## src/rtl/uut_run_monitor_if.sv

```systemverilog
// ---------------------------------------------------------------------------
// uut_run_monitor_if
// Job handshake between the autotest FSM (master) and uut_run_monitor (slave).
//   start      FSM -> mon  job request, sampled only while the monitor is idle
//   encdec_i   FSM -> mon  1=encrypt, 0=decrypt
//   block_i    FSM -> mon  input block
//   key_i      FSM -> mon  key
//   res_ack    FSM -> mon  result consumed
//   busy       mon -> FSM  monitor is not idle
//   res_valid  mon -> FSM  result fields valid, held until res_ack
//   res_block  mon -> FSM  latched UUT output block
//   key_cycles mon -> FSM  cycles from UUT reset release to key schedule done
//   run_cycles mon -> FSM  cycles from UUT reset release to enc/dec done
//   timeout    mon -> FSM  job aborted on the cycle limit
// ---------------------------------------------------------------------------
interface uut_run_monitor_if #(
    parameter int BLOCK_W = 64,
    parameter int KEY_W   = 80,
    parameter int CNT_W   = 32
);
    logic               start;
    logic               encdec_i;
    logic [BLOCK_W-1:0] block_i;
    logic [KEY_W-1:0]   key_i;
    logic               res_ack;
    logic               busy;
    logic               res_valid;
    logic [BLOCK_W-1:0] res_block;
    logic [CNT_W-1:0]   key_cycles;
    logic [CNT_W-1:0]   run_cycles;
    logic               timeout;

    modport master (
        output start, encdec_i, block_i, key_i, res_ack,
        input  busy, res_valid, res_block, key_cycles, run_cycles, timeout
    );

    modport slave (
        input  start, encdec_i, block_i, key_i, res_ack,
        output busy, res_valid, res_block, key_cycles, run_cycles, timeout
    );
endinterface

```

## src/rtl/uut_run_monitor.sv

```systemverilog
// ---------------------------------------------------------------------------
// uut_run_monitor
// Runs one PRESENT enc/dec job per request: pulses the UUT reset, drives
// block/key/encdec, waits for key schedule and enc/dec done, then latches the
// result block and both cycle counts for the autotest FSM.
//
// Ports
//   clk, rst_n      system clock, asynchronous active-low reset
//   job             uut_run_monitor_if.slave, FSM-side job handshake
//   rst_uut         active-high UUT reset (high whenever no job is running)
//   block_uut       UUT block input  (stable for the whole job)
//   key_uut         UUT key input    (stable for the whole job)
//   encdec_uut      UUT mode input   (stable for the whole job)
//   block_o_uut     UUT result block
//   end_key_uut     UUT key schedule done (level)
//   end_enc_uut     UUT encryption done (level)
//   end_dec_uut     UUT decryption done (level)
//
// Configuration
//   UUT_TIMEOUT_EN  when defined, a job that is not done while the run counter
//                   equals TIMEOUT-1 is aborted with timeout=1, res_block=0 and
//                   run_cycles=TIMEOUT. Undefined: the monitor waits forever.
// ---------------------------------------------------------------------------
module uut_run_monitor #(
    parameter int BLOCK_W    = 64,
    parameter int KEY_W      = 80,
    parameter int CNT_W      = 32,
    parameter int RST_CYCLES = 4,
    parameter int TIMEOUT    = 4096
) (
    input  logic               clk,
    input  logic               rst_n,
    uut_run_monitor_if.slave   job,
    output logic               rst_uut,
    output logic [BLOCK_W-1:0] block_uut,
    output logic [KEY_W-1:0]   key_uut,
    output logic               encdec_uut,
    input  logic [BLOCK_W-1:0] block_o_uut,
    input  logic               end_key_uut,
    input  logic               end_enc_uut,
    input  logic               end_dec_uut
);

    localparam int RC_W = (RST_CYCLES > 1) ? $clog2(RST_CYCLES) : 1;
    localparam logic [RC_W-1:0] RST_LAST = RC_W'(RST_CYCLES - 1);

    typedef enum logic [2:0] {
        S_IDLE,
        S_RST,
        S_WAIT_KEY,
        S_WAIT_DONE,
        S_DONE
    } state_t;

    state_t           state;
    logic [RC_W-1:0]  rst_cnt;
    logic [CNT_W-1:0] run_cnt;

    logic [CNT_W-1:0] cnt_inc;
    logic             done_now;
    logic             key_hit;
    logic             fin_ok;
    logic             fin_to;
    logic             to_hit;

`ifdef UUT_TIMEOUT_EN
    assign to_hit = (run_cnt == CNT_W'(TIMEOUT - 1));
`else
    // No cycle limit in this build: the comparison is always false.
    assign to_hit = (TIMEOUT < 0);
`endif

    // NOTE: every always_comb output gets a default first so no path can
    // leave a value held, which would infer a latch.
    always_comb begin
        cnt_inc  = (run_cnt == {CNT_W{1'b1}}) ? run_cnt : run_cnt + 1'b1;
        // Only the flag matching the job direction counts as done.
        done_now = encdec_uut ? end_enc_uut : end_dec_uut;
        key_hit  = 1'b0;
        fin_ok   = 1'b0;
        fin_to   = 1'b0;
        if (state == S_WAIT_KEY) begin
            key_hit = end_key_uut;
            fin_ok  = end_key_uut && done_now;
        end else if (state == S_WAIT_DONE) begin
            fin_ok  = done_now;
        end
        if ((state == S_WAIT_KEY || state == S_WAIT_DONE) && !fin_ok) begin
            fin_to = to_hit;
        end
    end

    // NOTE: all state and registered outputs use non-blocking assignments so
    // every register samples the pre-edge values regardless of statement order.
    always_ff @(posedge clk or negedge rst_n) begin
        if (!rst_n) begin
            state          <= S_IDLE;
            rst_cnt        <= '0;
            run_cnt        <= '0;
            rst_uut        <= 1'b1;
            block_uut      <= '0;
            key_uut        <= '0;
            encdec_uut     <= 1'b0;
            job.busy       <= 1'b0;
            job.res_valid  <= 1'b0;
            job.res_block  <= '0;
            job.key_cycles <= '0;
            job.run_cycles <= '0;
            job.timeout    <= 1'b0;
        end else begin
            case (state)
                S_IDLE: begin
                    if (job.start) begin
                        block_uut      <= job.block_i;
                        key_uut        <= job.key_i;
                        encdec_uut     <= job.encdec_i;
                        job.key_cycles <= '0;
                        job.run_cycles <= '0;
                        run_cnt        <= '0;
                        rst_cnt        <= RST_LAST;
                        job.busy       <= 1'b1;
                        state          <= S_RST;
                    end
                end

                S_RST: begin
                    if (rst_cnt == '0) begin
                        // First released cycle is counted as cycle 1.
                        rst_uut <= 1'b0;
                        run_cnt <= CNT_W'(1);
                        state   <= S_WAIT_KEY;
                    end else begin
                        rst_cnt <= rst_cnt - 1'b1;
                    end
                end

                S_WAIT_KEY, S_WAIT_DONE: begin
                    run_cnt <= cnt_inc;
                    if (key_hit) begin
                        job.key_cycles <= run_cnt;
                    end
                    if (fin_ok || fin_to) begin
                        rst_uut       <= 1'b1;
                        job.res_valid <= 1'b1;
                        state         <= S_DONE;
                        if (fin_ok) begin
                            job.res_block  <= block_o_uut;
                            job.run_cycles <= run_cnt;
                        end else begin
                            job.timeout    <= 1'b1;
                            job.res_block  <= '0;
                            job.run_cycles <= CNT_W'(TIMEOUT);
                        end
                    end else if (key_hit) begin
                        state <= S_WAIT_DONE;
                    end
                end

                S_DONE: begin
                    if (job.res_ack) begin
                        job.res_valid <= 1'b0;
                        job.timeout   <= 1'b0;
                        job.busy      <= 1'b0;
                        state         <= S_IDLE;
                    end
                end

                default: state <= S_IDLE;
            endcase
        end
    end

endmodule

```

## src/flat_wrapper.sv

```systemverilog
// flat-port wrapper written by rule: the top's interface ports become plain ports
module uut_run_monitor_flat 
#(
    parameter int BLOCK_W    = 64,
    parameter int KEY_W      = 80,
    parameter int CNT_W      = 32,
    parameter int RST_CYCLES = 4,
    parameter int TIMEOUT    = 4096
)
  (clk, rst_n, rst_uut, block_uut, key_uut, encdec_uut, block_o_uut, end_key_uut, end_enc_uut, end_dec_uut, job_start, job_encdec_i, job_block_i, job_key_i, job_res_ack, job_busy, job_res_valid, job_res_block, job_key_cycles, job_run_cycles, job_timeout);
  uut_run_monitor_if #(.BLOCK_W(BLOCK_W), .KEY_W(KEY_W), .CNT_W(CNT_W)) job_i ();
  input  logic clk;
  input  logic rst_n;
  output logic rst_uut;
  output logic [BLOCK_W-1:0] block_uut;
  output logic [KEY_W-1:0] key_uut;
  output logic encdec_uut;
  input  logic [BLOCK_W-1:0] block_o_uut;
  input  logic end_key_uut;
  input  logic end_enc_uut;
  input  logic end_dec_uut;
  input wire logic [$bits(job_i.start)-1:0] job_start;
  input wire logic [$bits(job_i.encdec_i)-1:0] job_encdec_i;
  input wire logic [$bits(job_i.block_i)-1:0] job_block_i;
  input wire logic [$bits(job_i.key_i)-1:0] job_key_i;
  input wire logic [$bits(job_i.res_ack)-1:0] job_res_ack;
  output wire logic [$bits(job_i.busy)-1:0] job_busy;
  output wire logic [$bits(job_i.res_valid)-1:0] job_res_valid;
  output wire logic [$bits(job_i.res_block)-1:0] job_res_block;
  output wire logic [$bits(job_i.key_cycles)-1:0] job_key_cycles;
  output wire logic [$bits(job_i.run_cycles)-1:0] job_run_cycles;
  output wire logic [$bits(job_i.timeout)-1:0] job_timeout;
  assign job_i.start = job_start;
  assign job_i.encdec_i = job_encdec_i;
  assign job_i.block_i = job_block_i;
  assign job_i.key_i = job_key_i;
  assign job_i.res_ack = job_res_ack;
  assign job_busy = job_i.busy;
  assign job_res_valid = job_i.res_valid;
  assign job_res_block = job_i.res_block;
  assign job_key_cycles = job_i.key_cycles;
  assign job_run_cycles = job_i.run_cycles;
  assign job_timeout = job_i.timeout;
  uut_run_monitor #(.BLOCK_W(BLOCK_W), .KEY_W(KEY_W), .CNT_W(CNT_W), .RST_CYCLES(RST_CYCLES), .TIMEOUT(TIMEOUT)) u_core (.clk(clk), .rst_n(rst_n), .job(job_i), .rst_uut(rst_uut), .block_uut(block_uut), .key_uut(key_uut), .encdec_uut(encdec_uut), .block_o_uut(block_o_uut), .end_key_uut(end_key_uut), .end_enc_uut(end_enc_uut), .end_dec_uut(end_dec_uut));
endmodule
```

## config.mk

```make
export PLATFORM = sky130hd
export DESIGN_NAME = uut_run_monitor_flat
export DESIGN_NICKNAME = d
export VERILOG_FILES = /design/src/rtl/uut_run_monitor_if.sv /design/src/rtl/uut_run_monitor.sv /design/src/flat_wrapper.sv
export SDC_FILE = /design/constraint.sdc
export NUM_CORES = 1
export LEC_CHECK = 0
export ABC_AREA = 0
export BUFFER_PORTS_ARGS = -buffer_cell sky130_fd_sc_hd__buf_2
export CAP_MARGIN = 20
export CORE_AREA = 4 4 189 191
export CTS_BUF_LIST = sky130_fd_sc_hd__clkbuf_8
export DETAILED_ROUTE_END_ITERATION = 8
export DIE_AREA = 0 0 193 195
export GPL_ROUTABILITY_DRIVEN = 0
export PLACE_DENSITY = 0.7
export SLEW_MARGIN = 30
export SYNTH_ARGS = -nofsm -noshare
export SYNTH_HDL_FRONTEND = slang
export SYNTH_SLANG_ARGS = --single-unit
```

## constraint.sdc

```tcl
create_clock -name clk -period 2.5 [get_ports clk]
set_input_delay 0.5 -clock clk [delete_from_list [all_inputs] [get_ports clk]]
set_output_delay 0.5 -clock clk [all_outputs]
set_load 0.05 [all_outputs]
```

==> results.cfg <==
[clocking]
postCtsSetupBuffers = 0
clk_latency_ns = 0.59
clkSlewWorstSetupHoldPaths_ns = 0.07
numCtsBuffers = 53
htreeDepth = 2
cts_hold_buf = 1
cts_tree = done
root_buffer = clkbuf_8
cts.sinks = 313
ctsResizeCount = 0
clock_path_buffers = 3

[routing]
first_iter_violations = 558
via_count = 10200
wl_um = 37200
viasPerCell = 4.83
wl_per_cell_um = 17.6
dr.pass1.iters = 6
drc = 0
ant_nets = 0

[yosys]
syn_nets = 1313
synth_edf_count = 0
ys_seq_elements = 313
synth_warnings = 0
yosysUniqueCellTypes = 55
netlist_area_um2 = 12500
ys.flop_type = dfrtp_1
async_reset_ff_share_pct = 100
synth_seq_area_share_pct = 62.8
syn_area_per_cell_um2 = 11.4
synth_cells = 1095

[setup_path]
slowest_stage = or4_1
max_stage_delay_ns = 0.66
critPathArrivalTime_ns = 2.87
start_kind = register
rrSetupSlack_ns = 0.15
critPathCaptureType = register
path_max_fanout = 22
path_cells = ha_1, nand4_1, or4_1, nor4_4, or2_4, a221o_1
critPathKind = reg -> reg
critPathRequiredTime_ns = 3.03

[global_routing]
grt_antenna_before_repair = 4
grt_max_degree = 66
overflow = 0
grt_use_total_pct = 19.2
grt_pass1_vias = 10600
grt_pass1_wl_um = 57700

[layout]
syn_to_final_growth_pct = 34.5
nets = 1837
fillCellCount = 3193
final_common_cell = buf_2
postLayoutCellArea_um2 = 16800
regArea_um2 = 7830
layoutNonFillerInstCount = 2118
layout_common_cells = buf_2 (490), nand2_1 (312), dfrtp_1 (312), mux2_2 (147), o21ai_0 (82)
multi_input_area_um2 = 4340
drive_above_1_share_pct = 46.7

[placed_design]
place_area_um2 = 15700
dpl.cell_count = 2018
hpwl_um = 27500
port_buffers = 491

[sta]
rsz0062_at_grt = false
finalHoldWorstSlack_ns = 0.0995
fin_skew_ns = 0.0258
hold_viol_final = 0
max_freq_mhz = 426
min_period_ns = 2.35
finalMaxSlewViolations = 0
tns_ns = 0
fin_crit_sh_pct = 93.9
finalSetupViolCount = 0

[flow_run]
maxCapViolCount = 0

[floorplanning]
die-area_um2 = 37600
dieWidth_um = 193
ios = 493
die_h_um = 195
fp-row-count = 68
initial_core_util_pct = 36.6
core_um2 = 34100

[power_and_ir_drop]
ir_worst_vdd_v = 0.00100
total_power_w = 0.0252
power_density_nw_per_um2 = 1500
leakage_nw = 8.54

[hold_path]
hp-class = in -> reg

[outcome]
status = finished, final reports clean
[kinds of logic after synthesis]
group / Yosys count / share of synthesized area, %
multiplexers: 150 / 13.5
flip-flops: 313 / 62.8
AO/OA/AOI/OAI: 140 / 6.65
buffers and inverters: 74 / 2.64
adder cells (fa/ha/maj): 2 / 0.201
other: 1 / 0.0301
AND/OR/NAND/NOR: 415 / 14.1
[sequential cells by signal, summed over array words and instances, names as in the netlist]
signal                 count
u_core.job.run_cycles     32
u_core.job.key_cycles     32
u_core.key_uut            80
u_core.block_uut          64
u_core.job.res_valid       1
u_core.job.res_block      64
u_core.rst_uut             1
u_core.encdec_uut          1
u_core.rst_cnt             2
u_core.run_cnt            32
u_core.state               3
u_core.job.busy            1
[routing by layer]
layer  wire [um]  vias to the layer above  global-route usage, %
met4        1090                        2                   6.64
met1       14800                     4902                   23.6
met5          14                        -                      0
met2       18000                      459                   31.9
met3        3350                       82                   6.17
li1            -                     4793                      -
[final timing paths]
kind,from,endpoint,cells past startpoint
setup / recovery,u_core.run_cnt[0]$_DFFE_PN0P_,u_core.run_cnt[20]$_DFFE_PN0P_,6
hold / removal,block_o_uut[42],u_core.job.res_block[42]$_DFFE_PN0P_,3
setup reg to reg,u_core.run_cnt[0]$_DFFE_PN0P_,u_core.run_cnt[20]$_DFFE_PN0P_,6
hold reg to reg,u_core.job.res_block[60]$_DFFE_PN0P_,u_core.job.res_block[60]$_DFFE_PN0P_,2
max in group asynchronous,rst_n,u_core.block_uut[60]$_DFFE_PN0P_,3
min in group asynchronous,rst_n,u_core.block_uut[38]$_DFFE_PN0P_,2
[through the flow]
step                      setup WS (ns)  util (%)
after global routing             0.0649      49.2
after detailed placement          0.190      46.0
final                             0.153      49.2
after CTS                         0.169      49.2
after global placement            0.226      46.0
after floorplan                   0.182         -
[synthesized netlist by cell type, types with 3 or more instances]
library cell	instances	area share, %
nor3_1	19	0.76
nand3_1	13	0.52
buf_2	17	0.68
nor4_1	12	0.60
a31oi_1	8	0.40
dfrtp_1	312	63
nor2_1	20	0.60
nand2_1	312	9.4
inv_1	6	0.18
a21o_1	4	0.24
and3_1	3	0.15
and4_1	3	0.21
or3_1	4	0.20
buf_4	4	0.24
a21oi_1	16	0.64
o21ai_0	82	3.3
mux2_2	147	13
o22a_1	8	0.56
nand2b_1	3	0.15
clkbuf_1	39	1.2
buf_1	5	0.15
o2bb2ai_1	5	0.35
nand4_1	10	0.50
[power breakdown]
part	internal (W)	switching, W
clock network	0.00249	0.00210
registers	0.00695	0.00103
logic	0.00327	0.00934
total	0.0127	0.0125
[layout make-up]
cell class	instances	area share, %
diodes	2	0.0298
clock buffers	66	5.41
clock inverters	31	0.992
inverters	7	0.157
multi-input cells	708	25.9
flip-flops and latches	313	46.7
well taps	455	3.39
repair buffers	536	17.5
[worst max-delay path: cells and delay by family (launching register included)]
family          cells  cell delay [ns]
compound gates      1             0.21
simple gates        4             1.53
fa+ha+maj           1             0.17
flops               1             0.36
No activity file was read; power rests on OpenSTA's default activity.
